**src/rtl/time_set_pkg.sv**
```systemverilog
// time_set_pkg: mode encodings, default 50 MHz cycle constants and a counter-width helper
// shared by the time-setting controller and its key event detectors.
package time_set_pkg;

    typedef enum logic [1:0] {
        MODE_RUN     = 2'd0,
        MODE_SET_HR  = 2'd1,
        MODE_SET_MIN = 2'd2,
        MODE_SET_SEC = 2'd3
    } mode_e;

    localparam int DEF_TIMEOUT_CYC    = 500_000_000;
    localparam int DEF_BLINK_CYC      = 12_500_000;
    localparam int DEF_LONG_PRESS_CYC = 50_000_000;
    localparam int DEF_REPEAT_CYC     = 10_000_000;

    function automatic int cnt_width(input int max_val);
        return $clog2(max_val + 1);
    endfunction

endpackage

```
**src/rtl/key_event.sv**
```systemverilog
// key_event: falling-edge press detector for one debounced, active-low key.
// The INC hold/auto-repeat counter is built only when KEY_REPEAT_EN is defined and REPEAT_EN = 1.
module key_event
    import time_set_pkg::*;
#(
    parameter bit REPEAT_EN      = 1'b0,
    parameter int LONG_PRESS_CYC = DEF_LONG_PRESS_CYC,
    parameter int REPEAT_CYC     = DEF_REPEAT_CYC
) (
    input  logic clk,
    input  logic rst_n,
    input  logic i_key,
    input  logic i_hold_en,
    input  logic i_hold_clr,
    output logic o_press,
    output logic o_repeat
);

    localparam int HOLD_MAX = (LONG_PRESS_CYC > REPEAT_CYC) ? LONG_PRESS_CYC : REPEAT_CYC;
    localparam int HOLD_W   = cnt_width(HOLD_MAX);

    logic r_prev;
    logic r_armed;

    // r_armed keeps a key that was held through reset silent until it has been released once
    always_ff @(posedge clk or negedge rst_n) begin
        if (!rst_n) begin
            r_prev  <= 1'b1;
            r_armed <= 1'b0;
        end else begin
            r_prev <= i_key;
            if (i_key) begin
                r_armed <= 1'b1;
            end
        end
    end

    assign o_press = r_armed & r_prev & ~i_key;

`ifdef KEY_REPEAT_EN
    if (REPEAT_EN) begin : g_hold
        logic              r_active;
        logic [HOLD_W-1:0] r_hold;
        logic              w_hold_stop;

        assign w_hold_stop = i_hold_clr | i_key | ~i_hold_en;

        // Press loads the long-press delay; each terminal count reloads the repeat interval
        always_ff @(posedge clk or negedge rst_n) begin
            if (!rst_n) begin
                r_active <= 1'b0;
                r_hold   <= '0;
            end else if (w_hold_stop) begin
                r_active <= 1'b0;
                r_hold   <= '0;
            end else if (o_press) begin
                r_active <= 1'b1;
                r_hold   <= HOLD_W'(LONG_PRESS_CYC - 2);
            end else if (r_active) begin
                if (r_hold == '0) begin
                    r_hold <= HOLD_W'(REPEAT_CYC - 1);
                end else begin
                    r_hold <= r_hold - 1'b1;
                end
            end
        end

        assign o_repeat = r_active & ~w_hold_stop & (r_hold == '0);
    end else begin : g_no_hold
        assign o_repeat = 1'b0;
    end
`else
    assign o_repeat = 1'b0;
`endif

    logic w_unused_cfg;
    assign w_unused_cfg = ^{REPEAT_EN, i_hold_en, i_hold_clr, (HOLD_W > 0)};

endmodule

```
**src/rtl/time_set_ctrl.sv**
```systemverilog
// time_set_ctrl: MODE/INC button sequencer for the clock's time-setting UI (mode FSM,
// idle timeout, blink phase). Define KEY_REPEAT_EN to enable INC long-press auto-repeat.
//
// state        | meaning
// MODE_RUN     | clock running, INC ignored, blink off
// MODE_SET_HR  | editing hours, INC -> inc_hour
// MODE_SET_MIN | editing minutes, INC -> inc_min
// MODE_SET_SEC | seconds stopped, INC -> clr_sec
module time_set_ctrl
    import time_set_pkg::*;
#(
    parameter int TIMEOUT_CYC    = DEF_TIMEOUT_CYC,
    parameter int BLINK_CYC      = DEF_BLINK_CYC,
    parameter int LONG_PRESS_CYC = DEF_LONG_PRESS_CYC,
    parameter int REPEAT_CYC     = DEF_REPEAT_CYC
) (
    input  logic       clk,
    input  logic       rst_n,
    input  logic       key_mode,
    input  logic       key_inc,
    output logic [1:0] mode,
    output logic       inc_hour,
    output logic       inc_min,
    output logic       clr_sec,
    output logic       run_en,
    output logic       blink
);

    localparam int TO_W = cnt_width(TIMEOUT_CYC);
    localparam int BL_W = cnt_width(BLINK_CYC);

    logic w_mode_ev;
    logic w_inc_press;
    logic w_inc_rpt;
    logic w_inc_ev;
    logic w_unused_mode_rpt;
    logic w_hold_en;
    logic w_hold_clr;
    logic w_timeout;
    logic w_state_chg;

    mode_e r_state;
    mode_e w_nxt_state;
    logic  r_inc_hour, r_inc_min, r_clr_sec, r_run_en;
    logic  w_nxt_inc_hour, w_nxt_inc_min, w_nxt_clr_sec, w_nxt_run_en;

    logic [TO_W-1:0] r_to_cnt;
    logic [BL_W-1:0] r_bl_cnt;
    logic            r_blink;

    key_event #(
        .REPEAT_EN      (1'b0),
        .LONG_PRESS_CYC (LONG_PRESS_CYC),
        .REPEAT_CYC     (REPEAT_CYC)
    ) u_key_mode (
        .clk        (clk),
        .rst_n      (rst_n),
        .i_key      (key_mode),
        .i_hold_en  (1'b0),
        .i_hold_clr (1'b0),
        .o_press    (w_mode_ev),
        .o_repeat   (w_unused_mode_rpt)
    );

    key_event #(
        .REPEAT_EN      (1'b1),
        .LONG_PRESS_CYC (LONG_PRESS_CYC),
        .REPEAT_CYC     (REPEAT_CYC)
    ) u_key_inc (
        .clk        (clk),
        .rst_n      (rst_n),
        .i_key      (key_inc),
        .i_hold_en  (w_hold_en),
        .i_hold_clr (w_hold_clr),
        .o_press    (w_inc_press),
        .o_repeat   (w_inc_rpt)
    );

    assign w_hold_en   = (r_state == MODE_SET_HR) || (r_state == MODE_SET_MIN);
    assign w_hold_clr  = w_mode_ev | w_timeout;
    assign w_inc_ev    = w_inc_press | w_inc_rpt;
    assign w_timeout   = (r_state != MODE_RUN) && (r_to_cnt == '0);
    assign w_state_chg = (w_nxt_state != r_state);

    always_ff @(posedge clk or negedge rst_n) begin
        if (!rst_n) begin
            r_state    <= MODE_RUN;
            r_inc_hour <= 1'b0;
            r_inc_min  <= 1'b0;
            r_clr_sec  <= 1'b0;
            r_run_en   <= 1'b1;
        end else begin
            r_state    <= w_nxt_state;
            r_inc_hour <= w_nxt_inc_hour;
            r_inc_min  <= w_nxt_inc_min;
            r_clr_sec  <= w_nxt_clr_sec;
            r_run_en   <= w_nxt_run_en;
        end
    end

    // MODE outranks INC in the same cycle; any key event outranks the timeout
    always_comb begin
        w_nxt_state    = r_state;
        w_nxt_inc_hour = 1'b0;
        w_nxt_inc_min  = 1'b0;
        w_nxt_clr_sec  = 1'b0;
        if (w_mode_ev) begin
            case (r_state)
                MODE_RUN:     w_nxt_state = MODE_SET_HR;
                MODE_SET_HR:  w_nxt_state = MODE_SET_MIN;
                MODE_SET_MIN: w_nxt_state = MODE_SET_SEC;
                default:      w_nxt_state = MODE_RUN;
            endcase
        end else if (w_inc_ev) begin
            case (r_state)
                MODE_SET_HR:  w_nxt_inc_hour = 1'b1;
                MODE_SET_MIN: w_nxt_inc_min  = 1'b1;
                MODE_SET_SEC: w_nxt_clr_sec  = 1'b1;
                default:      ;
            endcase
        end else if (w_timeout) begin
            w_nxt_state = MODE_RUN;
        end
        w_nxt_run_en = (w_nxt_state != MODE_SET_SEC);
    end

    always_ff @(posedge clk or negedge rst_n) begin
        if (!rst_n) begin
            r_to_cnt <= '0;
        end else if (w_nxt_state == MODE_RUN) begin
            r_to_cnt <= '0;
        end else if (w_state_chg || w_mode_ev || w_inc_ev) begin
            r_to_cnt <= TO_W'(TIMEOUT_CYC - 1);
        end else begin
            r_to_cnt <= r_to_cnt - 1'b1;
        end
    end

    always_ff @(posedge clk or negedge rst_n) begin
        if (!rst_n) begin
            r_bl_cnt <= '0;
            r_blink  <= 1'b0;
        end else if (w_nxt_state == MODE_RUN) begin
            r_bl_cnt <= '0;
            r_blink  <= 1'b0;
        end else if (w_state_chg) begin
            r_bl_cnt <= BL_W'(BLINK_CYC - 1);
            r_blink  <= 1'b1;
        end else if (r_bl_cnt == '0) begin
            r_bl_cnt <= BL_W'(BLINK_CYC - 1);
            r_blink  <= ~r_blink;
        end else begin
            r_bl_cnt <= r_bl_cnt - 1'b1;
        end
    end

    assign mode     = r_state;
    assign inc_hour = r_inc_hour;
    assign inc_min  = r_inc_min;
    assign clr_sec  = r_clr_sec;
    assign run_en   = r_run_en;
    assign blink    = r_blink;

endmodule

```
**config.mk**
```make
export PLATFORM = sky130hd
export DESIGN_NAME = time_set_ctrl
export DESIGN_NICKNAME = d
export VERILOG_FILES = /design/src/rtl/time_set_pkg.sv /design/src/rtl/key_event.sv /design/src/rtl/time_set_ctrl.sv
export SDC_FILE = /design/constraint.sdc
export NUM_CORES = 1
export LEC_CHECK = 0
export ABC_AREA = 1
export CAP_MARGIN = 20
export CORE_MARGIN = 5
export CORE_UTILIZATION = 60
export CTS_BUF_LIST = sky130_fd_sc_hd__clkbuf_16
export DETAILED_ROUTE_END_ITERATION = 6
export MAX_ROUTING_LAYER = met4
export PLACE_DENSITY_LB_ADDON = 0.2
export RECOVER_POWER = 100
export SYNTH_ARGS = -nofsm -noshare
export SYNTH_HDL_FRONTEND = slang
export SYNTH_HIERARCHICAL = 1
export SYNTH_SLANG_ARGS = --single-unit
```
**constraint.sdc**
```tcl
create_clock -name clk -period 2.4 [get_ports clk]
set_input_delay 0.48 -clock clk [delete_from_list [all_inputs] [get_ports clk]]
set_output_delay 0.48 -clock clk [all_outputs]
set_load 0.01 [all_outputs]
```
==> summary.txt, run 1 <==
CTS
  – CTS tree: done
  – Clock buffers created by TritonCTS: 9
  – Maximum number of buffers from clock root to sink: 2
  – Count of cells resized by post-cts repair: 0
  – Depth of the CTS H-tree: 3
  – Source-to-sink clock delay at the later pin of the worst-skew pair: 0.32 ns
  – Clock sink count: 64
  – CTS root buffer: sky130_fd_sc_hd__clkbuf_16
  – Number of buffers inserted by post-CTS setup repair: 0
  – Hold buffers post-CTS: 0
  – Clock slew seen by the registers of the worst setup and hold paths: 0.05 ns

GRT
  – Wire length of the first global-routing pass: 13.9 mm
  – Maximum number of pins on one net before global-route repair: 41
  – Overall fraction of global-route tracks in use: 0.227
  – Grt ovf: 0
  – Number of global-route vias before repair: 3209
  – Antenna violations before repair: 0

Setup path
  – Worst-path maximum fanout: 25
  – RR Startpoint: mode[0]$_DFF_PN0_
  – CP Data Required Time: 2.61 ns
  – Critical path start-end classification: flop to flop
  – Origin of the worst setup path: mode[0]$_DFF_PN0_
  – Critical Path Start Type: flop
  – Element type at the critical path end: flop
  – Worst reg2reg setup slack: 0.28 ns
  – Data arrival, critical path: 2.33 ns

Timing
  – Post-Route Hold Slack: 0.460 ns
  – Slew at the pin closest to its max-slew limit: 1.37 ns
  – Pins over their slew limit: 0
  – Worst Skew: 0.00641 ns
  – Fin crit share: 0.882
  – Worst Setup Slack, final: 0.282 ns
  – Total count of hold-check failures in the final report: 0
  – Unrepaired setup endpoints after global routing: no
  – Max-slew headroom at the worst pin: 0.0880
  – Final total negative setup slack: 0 ns
  – Final worst path period need: 2.12 ns
  – Number of failing setup endpoints in the final timing report: 0
  – Achievable Freq: 472 MHz

Placement
  – Number of port buffers: 10
  – Placer Congestion: 0.845
  – Number of placed instances, taps included: 597
  – Post-DP HPWL: 5.42 mm
  – Dpl cell area: 4050 sq um
  – Post-Place Worst Slack: 0.0993 ns

Drt
  – 1st-pass router iterations: 4
  – 1st-iter DRT viols: 120
  – Number of nets with antenna violations after detailed routing: 0
  – Routed wire length per instance: 12.2 um
  – Detailed-route DRC error count: 0
  – Vias: 3074
  – Detailed-route wire length: 7.50 mm
  – Vias/cell: 5.01

Cells and area
  – Number of fill cells in the layout: 523
  – P&R area growth vs syn: 14.1%
  – Final layout net count: 544
  – Final standard cell area without fillers: 4340 sq um
  – Inserted Diodes: 0
  – Share of layout cells above drive strength 1: 0.0653
  – Final core utilization: 0.692
  – Most common library cell in the layout ignoring fill and taps: sky130_fd_sc_hd__inv_1
  – Commonest cells after routing, fill and taps aside: sky130_fd_sc_hd__inv_1, sky130_fd_sc_hd__nand2_1, sky130_fd_sc_hd__nor2_1, sky130_fd_sc_hd__dfrtp_1, sky130_fd_sc_hd__nand3_1
  – Finished Layout Cells: 613

Job
  – Max-cap violation count: 0

Floorplanning
  – Starting density of the core: 0.607
  – DIE HEIGHT: 89.7 um
  – Number of rows in the core area: 29
  – Horizontal die dimension: 89.7 um
  – Total Die Area: 8040 sq um
  – Placeable core area: 6280 sq um
  – Count of boundary I/O pins: 11

Synthesis
  – Gate count after technology mapping: 510
  – Synth Net Count: 523
  – Avg Synthesized Cell Area: 7.47 sq um
  – Yosys warnings: 6
  – Mapped cell area: 3810 sq um

Power and ir drop
  – Pwr dens: 1300 nW/um^2
  – Max IR drop VDD: 1.07 mV
  – Leakage power summed over all cells: 2.29 nW
  – Total chip power: 5.67 mW

Min path
  – Classification of the worst-slack hold path: input pin to asynchronous set/reset pin

Outcome
  – Outcome: finished, final reports clean
[power breakdown]
group | switching (mW) | total, mW | internal, mW
combinational | 1.58 | 2.54 | 0.953
clock | 0.432 | 1.32 | 0.891
sequential | 0.327 | 1.81 | 1.48
total | 2.34 | 5.67 | 3.32
[registers in the layout, indices dropped and copies added, names as in the netlist]
signal	flops
r_to_cnt	29
r_bl_cnt	24
mode	2
blink	1
clr_sec	1
inc_hour	1
inc_min	1
run_en	1
u_key_inc/r_armed	1
u_key_inc/r_prev	1
u_key_mode/r_armed	1
u_key_mode/r_prev	1
[worst max-delay path, cell delays in order (launching register included)]
cell and delay [ns]:
sky130_fd_sc_hd__dfrtp_1 0.35, sky130_fd_sc_hd__inv_1 0.09, sky130_fd_sc_hd__ha_1 0.20, sky130_fd_sc_hd__inv_1 0.10, sky130_fd_sc_hd__nand2_1 0.06, sky130_fd_sc_hd__nor2_1 0.10, sky130_fd_sc_hd__nand2_1 0.05, sky130_fd_sc_hd__nor2_1 0.14
sky130_fd_sc_hd__nand2_1 0.12, sky130_fd_sc_hd__a21oi_1 0.19, sky130_fd_sc_hd__nand2_1 0.24, sky130_fd_sc_hd__buf_12 0.25, sky130_fd_sc_hd__nand2_1 0.08, sky130_fd_sc_hd__inv_1 0.05
[path summary, 6_finish.rpt]
| check | to | depth (start not counted) |
|---|---|---|
| max | r_to_cnt[28]$_DFF_PN0_ | 13 |
| min | r_to_cnt[14]$_DFF_PN0_ | 1 |
| max reg2reg | r_to_cnt[28]$_DFF_PN0_ | 13 |
| min reg2reg | u_key_mode/r_armed$_DFFE_PN0P_ | 1 |
| max in group asynchronous | run_en$_DFF_PN1_ | 2 |
| min in group clk | u_key_mode/r_armed$_DFFE_PN0P_ | 1 |
[layer usage]
metal  global-route usage  share of wire
met2                0.394           0.51
met4               0.0677          0.013
met5                    -              0
met1                0.265           0.45
met3               0.0456          0.027
[layout make-up]
class,count,area [sq um],share of cell area
Timing Repair Buffer,23,225,0.0518
Clock inverter,7,80.1,0.0184
Inverter,98,368,0.0847
Sequential cell,64,1610,0.370
Multi-Input combinational cell,335,1740,0.401
Tap cell,77,96.3,0.0222
Clock buffer,9,225,0.0518
No activity file was read; power rests on OpenSTA's default activity.
==> inputs of run 2 (changes only) <==
Clock period 2.4 ns to 2.2 ns, I/O delays scaled along.
==> run 2 against run 1 <==
Effect of this change: setup slack got worse by 0.16 ns; clock power rose by 16%; via count rose by 4.0%.
==> summary.txt, run 2 (synthesis gave the netlist of run 1 again) <==
Outcome
  – Outcome: finished, final reports clean

Drt
  – 1st-pass router iterations: 4 (unchanged)
  – Number of nets with antenna violations after detailed routing: 0 (unchanged)
  – Detailed-route DRC error count: 0 (unchanged)
  – Vias: 3198 (+4.0%)
  – Routed wire length per instance: 12.7 um (+4.0%)
  – Vias/cell: 5.16 (+2.9%)
  – Detailed-route wire length: 7.89 mm (+5.2%)
  – 1st-iter DRT viols: 134 (+12%)

Setup path
  – Series of cell instances along the critical path: dlygate4sd3_1 -> nor2_1 -> nor2_1 -> nand2_2 -> nand2_1 -> nand3_1 -> nand2_1 -> nor2_4 -> buf_6 -> nand3_1 -> nand2_1 -> inv_1
  – Element type at the critical path end: flop
  – Largest stage delay, worst path: 0.57 ns (+0.22 ns)
  – CP Buf/Inv Count: 3 (-1)
  – Critical-path top delay cell: sky130_fd_sc_hd__dlygate4sd3_1
  – Critical Path Start Type: input pin
  – Data arrival, critical path: 2.31 ns (-0.02 ns)
  – Crit-path most repeated cell: sky130_fd_sc_hd__nand2_1
  – Critical path start-end classification: input pin to flop
  – CP Data Required Time: 2.42 ns (-0.19 ns)
  – Worst-path maximum fanout: 15 (-40%)
  – Kind of cell with the highest combined delay on the critical path: simple AND/OR/NAND/NOR gates

CTS
  – Hold buffers post-CTS: 0 (unchanged)
  – Source-to-sink clock delay at the later pin of the worst-skew pair: 0.33 ns (about the same)
  – Depth of the CTS H-tree: 3 (unchanged)
  – Maximum number of buffers from clock root to sink: 2 (unchanged)
  – CTS tree: done
  – Clock slew seen by the registers of the worst setup and hold paths: 0.05 ns (about the same)
  – Clock buffers created by TritonCTS: 9 (unchanged)
  – CTS root buffer: sky130_fd_sc_hd__clkbuf_16
  – Clock sink count: 64 (unchanged)

Timing
  – Max-slew headroom at the worst pin: 0.0807 (-0.00724)
  – Fin crit share: 0.947
  – Total count of hold-check failures in the final report: 0 (unchanged)
  – Worst Skew: 0.00424 ns (-0.00217 ns)
  – Achievable Freq: 480 MHz
  – Worst Setup Slack, final: 0.117 ns (-0.165 ns)
  – Final total negative setup slack: 0 ns (unchanged)
  – Final worst path period need: 2.08 ns
  – Pins over their slew limit: 0 (unchanged)
  – Number of failing setup endpoints in the final timing report: 0 (unchanged)
  – Slew at the pin closest to its max-slew limit: 1.38 ns (+0.0109 ns)

GRT
  – Global Route met1 Usage: 0.266 (+0.000971)
  – Grt met2 use: 0.381 (-0.0126)
  – Wire length of the first global-routing pass: 13.7 mm (-1.5%)
  – Number of global-route vias before repair: 3213 (+0.12%)
  – Top Usage Layer GRT: met2
  – Grt ovf: 0 (unchanged)
  – Met3 track demand over resource in global routing: 0.0310 (-0.0146)
  – Overall fraction of global-route tracks in use: 0.227 (+0.000566)
  – Maximum number of pins on one net before global-route repair: 40 (-2.4%)
  – Antenna violations before repair: 0 (unchanged)

Floorplanning
  – Starting density of the core: 0.607 (unchanged)
  – Number of rows in the core area: 29 (unchanged)
  – DIE HEIGHT: 89.7 um (unchanged)
  – Count of boundary I/O pins: 11 (unchanged)
  – Horizontal die dimension: 89.7 um (unchanged)
  – Placeable core area: 6280 sq um (unchanged)
  – Total Die Area: 8040 sq um (unchanged)

Placement
  – Post-DP HPWL: 5.42 mm (about the same)
  – Dpl cell area: 4090 sq um (+1.1%)
  – Number of port buffers: 10 (unchanged)
  – Placer Congestion: 0.858 (+1.5%)
  – Post-Place Worst Slack: -0.0942 ns (-0.193 ns)

Cells and area
  – Inserted Diodes: 0 (unchanged)
  – Final standard cell area without fillers: 4450 sq um (+2.4%)
  – Final layout net count: 551 (+1.3%)
  – P&R area growth vs syn: 16.8%
  – Number of fill cells in the layout: 509 (-2.7%)
  – Max reg flops: 29 (unchanged)
  – Most common library cell in the layout ignoring fill and taps: sky130_fd_sc_hd__inv_1
  – Share of layout cells above drive strength 1: 0.0958 (+0.0305)
  – Top register by number of flip-flops: r_to_cnt
  – Commonest cells after routing, fill and taps aside: sky130_fd_sc_hd__inv_1, sky130_fd_sc_hd__nand2_1, sky130_fd_sc_hd__nor2_1, sky130_fd_sc_hd__dfrtp_1, sky130_fd_sc_hd__nand3_1

Min path
  – Classification of the worst-slack hold path: input pin to asynchronous set/reset pin

Power and ir drop
  – Max IR drop VDD: 0.879 mV (-18%)
  – Pwr dens: 1450 nW/um^2 (+11%)
  – Leakage power summed over all cells: 2.32 nW (+1.3%)

Job
  – Max-cap violation count: 0 (unchanged)
-- run 2: cell types whose count changed in the layout (fill, tap and decap cells not counted), sizes merged --
cell,previous run,this run
clkbuf,11,14
clkdlybuf4s50,1,0
clkinvlp,0,3
clkinv,3,2
buf,12,16
dlygate4sd3,8,9
inv,100,98
-- run 2: final cells by class --
cell class,instances,area (sq um),share of cell area
sequential,64,1610,0.361
multi-input combinational,335,1790,0.402
clock inverter,7,96.3,0.0217
timing repair buffer,30,270,0.0608
tap,77,96.3,0.0217
clock buffer,9,225,0.0506
inverter,98,368,0.0827
-- run 2: per-stage QoR --
step	hold WS, ns	utilization	cells	power, mW
2_1_floorplan	0.144	-	510	4.09
3_3_place_gp	0.447	0.652	603	4.71
3_5_place_dp	0.457	0.652	603	4.82
4_1_cts	0.124	0.704	619	6.40
5_1_grt	0.466	0.709	620	7.03
6_report	0.367	0.709	620	6.45
-- run 2: layer usage --
metal  share of wire  wire (um)
met5               0          0
met4           0.033        257
met3           0.033        257
met2            0.49       3860
met1            0.45       3510
-- run 2: timing repair --
| action | CTS | global route |
|---|---|---|
| cloned | 0 | 1 |
| setup buffers | 0 | 0 |
| gates resized for setup | 1 | 8 |
| setup endpoints to repair | 37 | 52 |
| pin swaps | 0 | 1 |
-- run 2: final timing paths --
kind / from / endpoint / slack (ns) / cells past startpoint
min in group clk: u_key_inc/r_armed$_DFFE_PN0P_ / u_key_inc/r_armed$_DFFE_PN0P_ / 0.47 / 1
setup / recovery: key_inc / r_to_cnt[26]$_DFF_PN0_ / 0.12 / 12
max in group asynchronous: rst_n / r_bl_cnt[14]$_DFF_PN0_ / 0.87 / 2
hold / removal: rst_n / r_to_cnt[9]$_DFF_PN0_ / 0.37 / 2
hold reg to reg: u_key_inc/r_armed$_DFFE_PN0P_ / u_key_inc/r_armed$_DFFE_PN0P_ / 0.47 / 1
setup reg to reg: mode[1]$_DFF_PN0_ / r_to_cnt[26]$_DFF_PN0_ / 0.13 / 16
-- run 2: report_power, final --
| group | switching (mW) | internal, mW |
|---|---|---|
| Clock | 0.535 | 0.990 |
| Combinational | 1.83 | 1.15 |
| Sequential | 0.341 | 1.61 |
| Total | 2.70 | 3.75 |
-- run 2: worst register-to-register path, delay by kind of cell (launching register included) --
family / cells / cell delay [ns]
fa+ha+maj: 1 / 0.18
buf+inv: 4 / 0.44
flops: 1 / 0.38
simple gates: 11 / 0.98
==> inputs of run 3 (changes only) <==
Settings changed: HOLD_SLACK_MARGIN set to 0.06.
==> results of run 3 <==
Same layout as run 2: the final DEF is identical, and so are final timing and power.
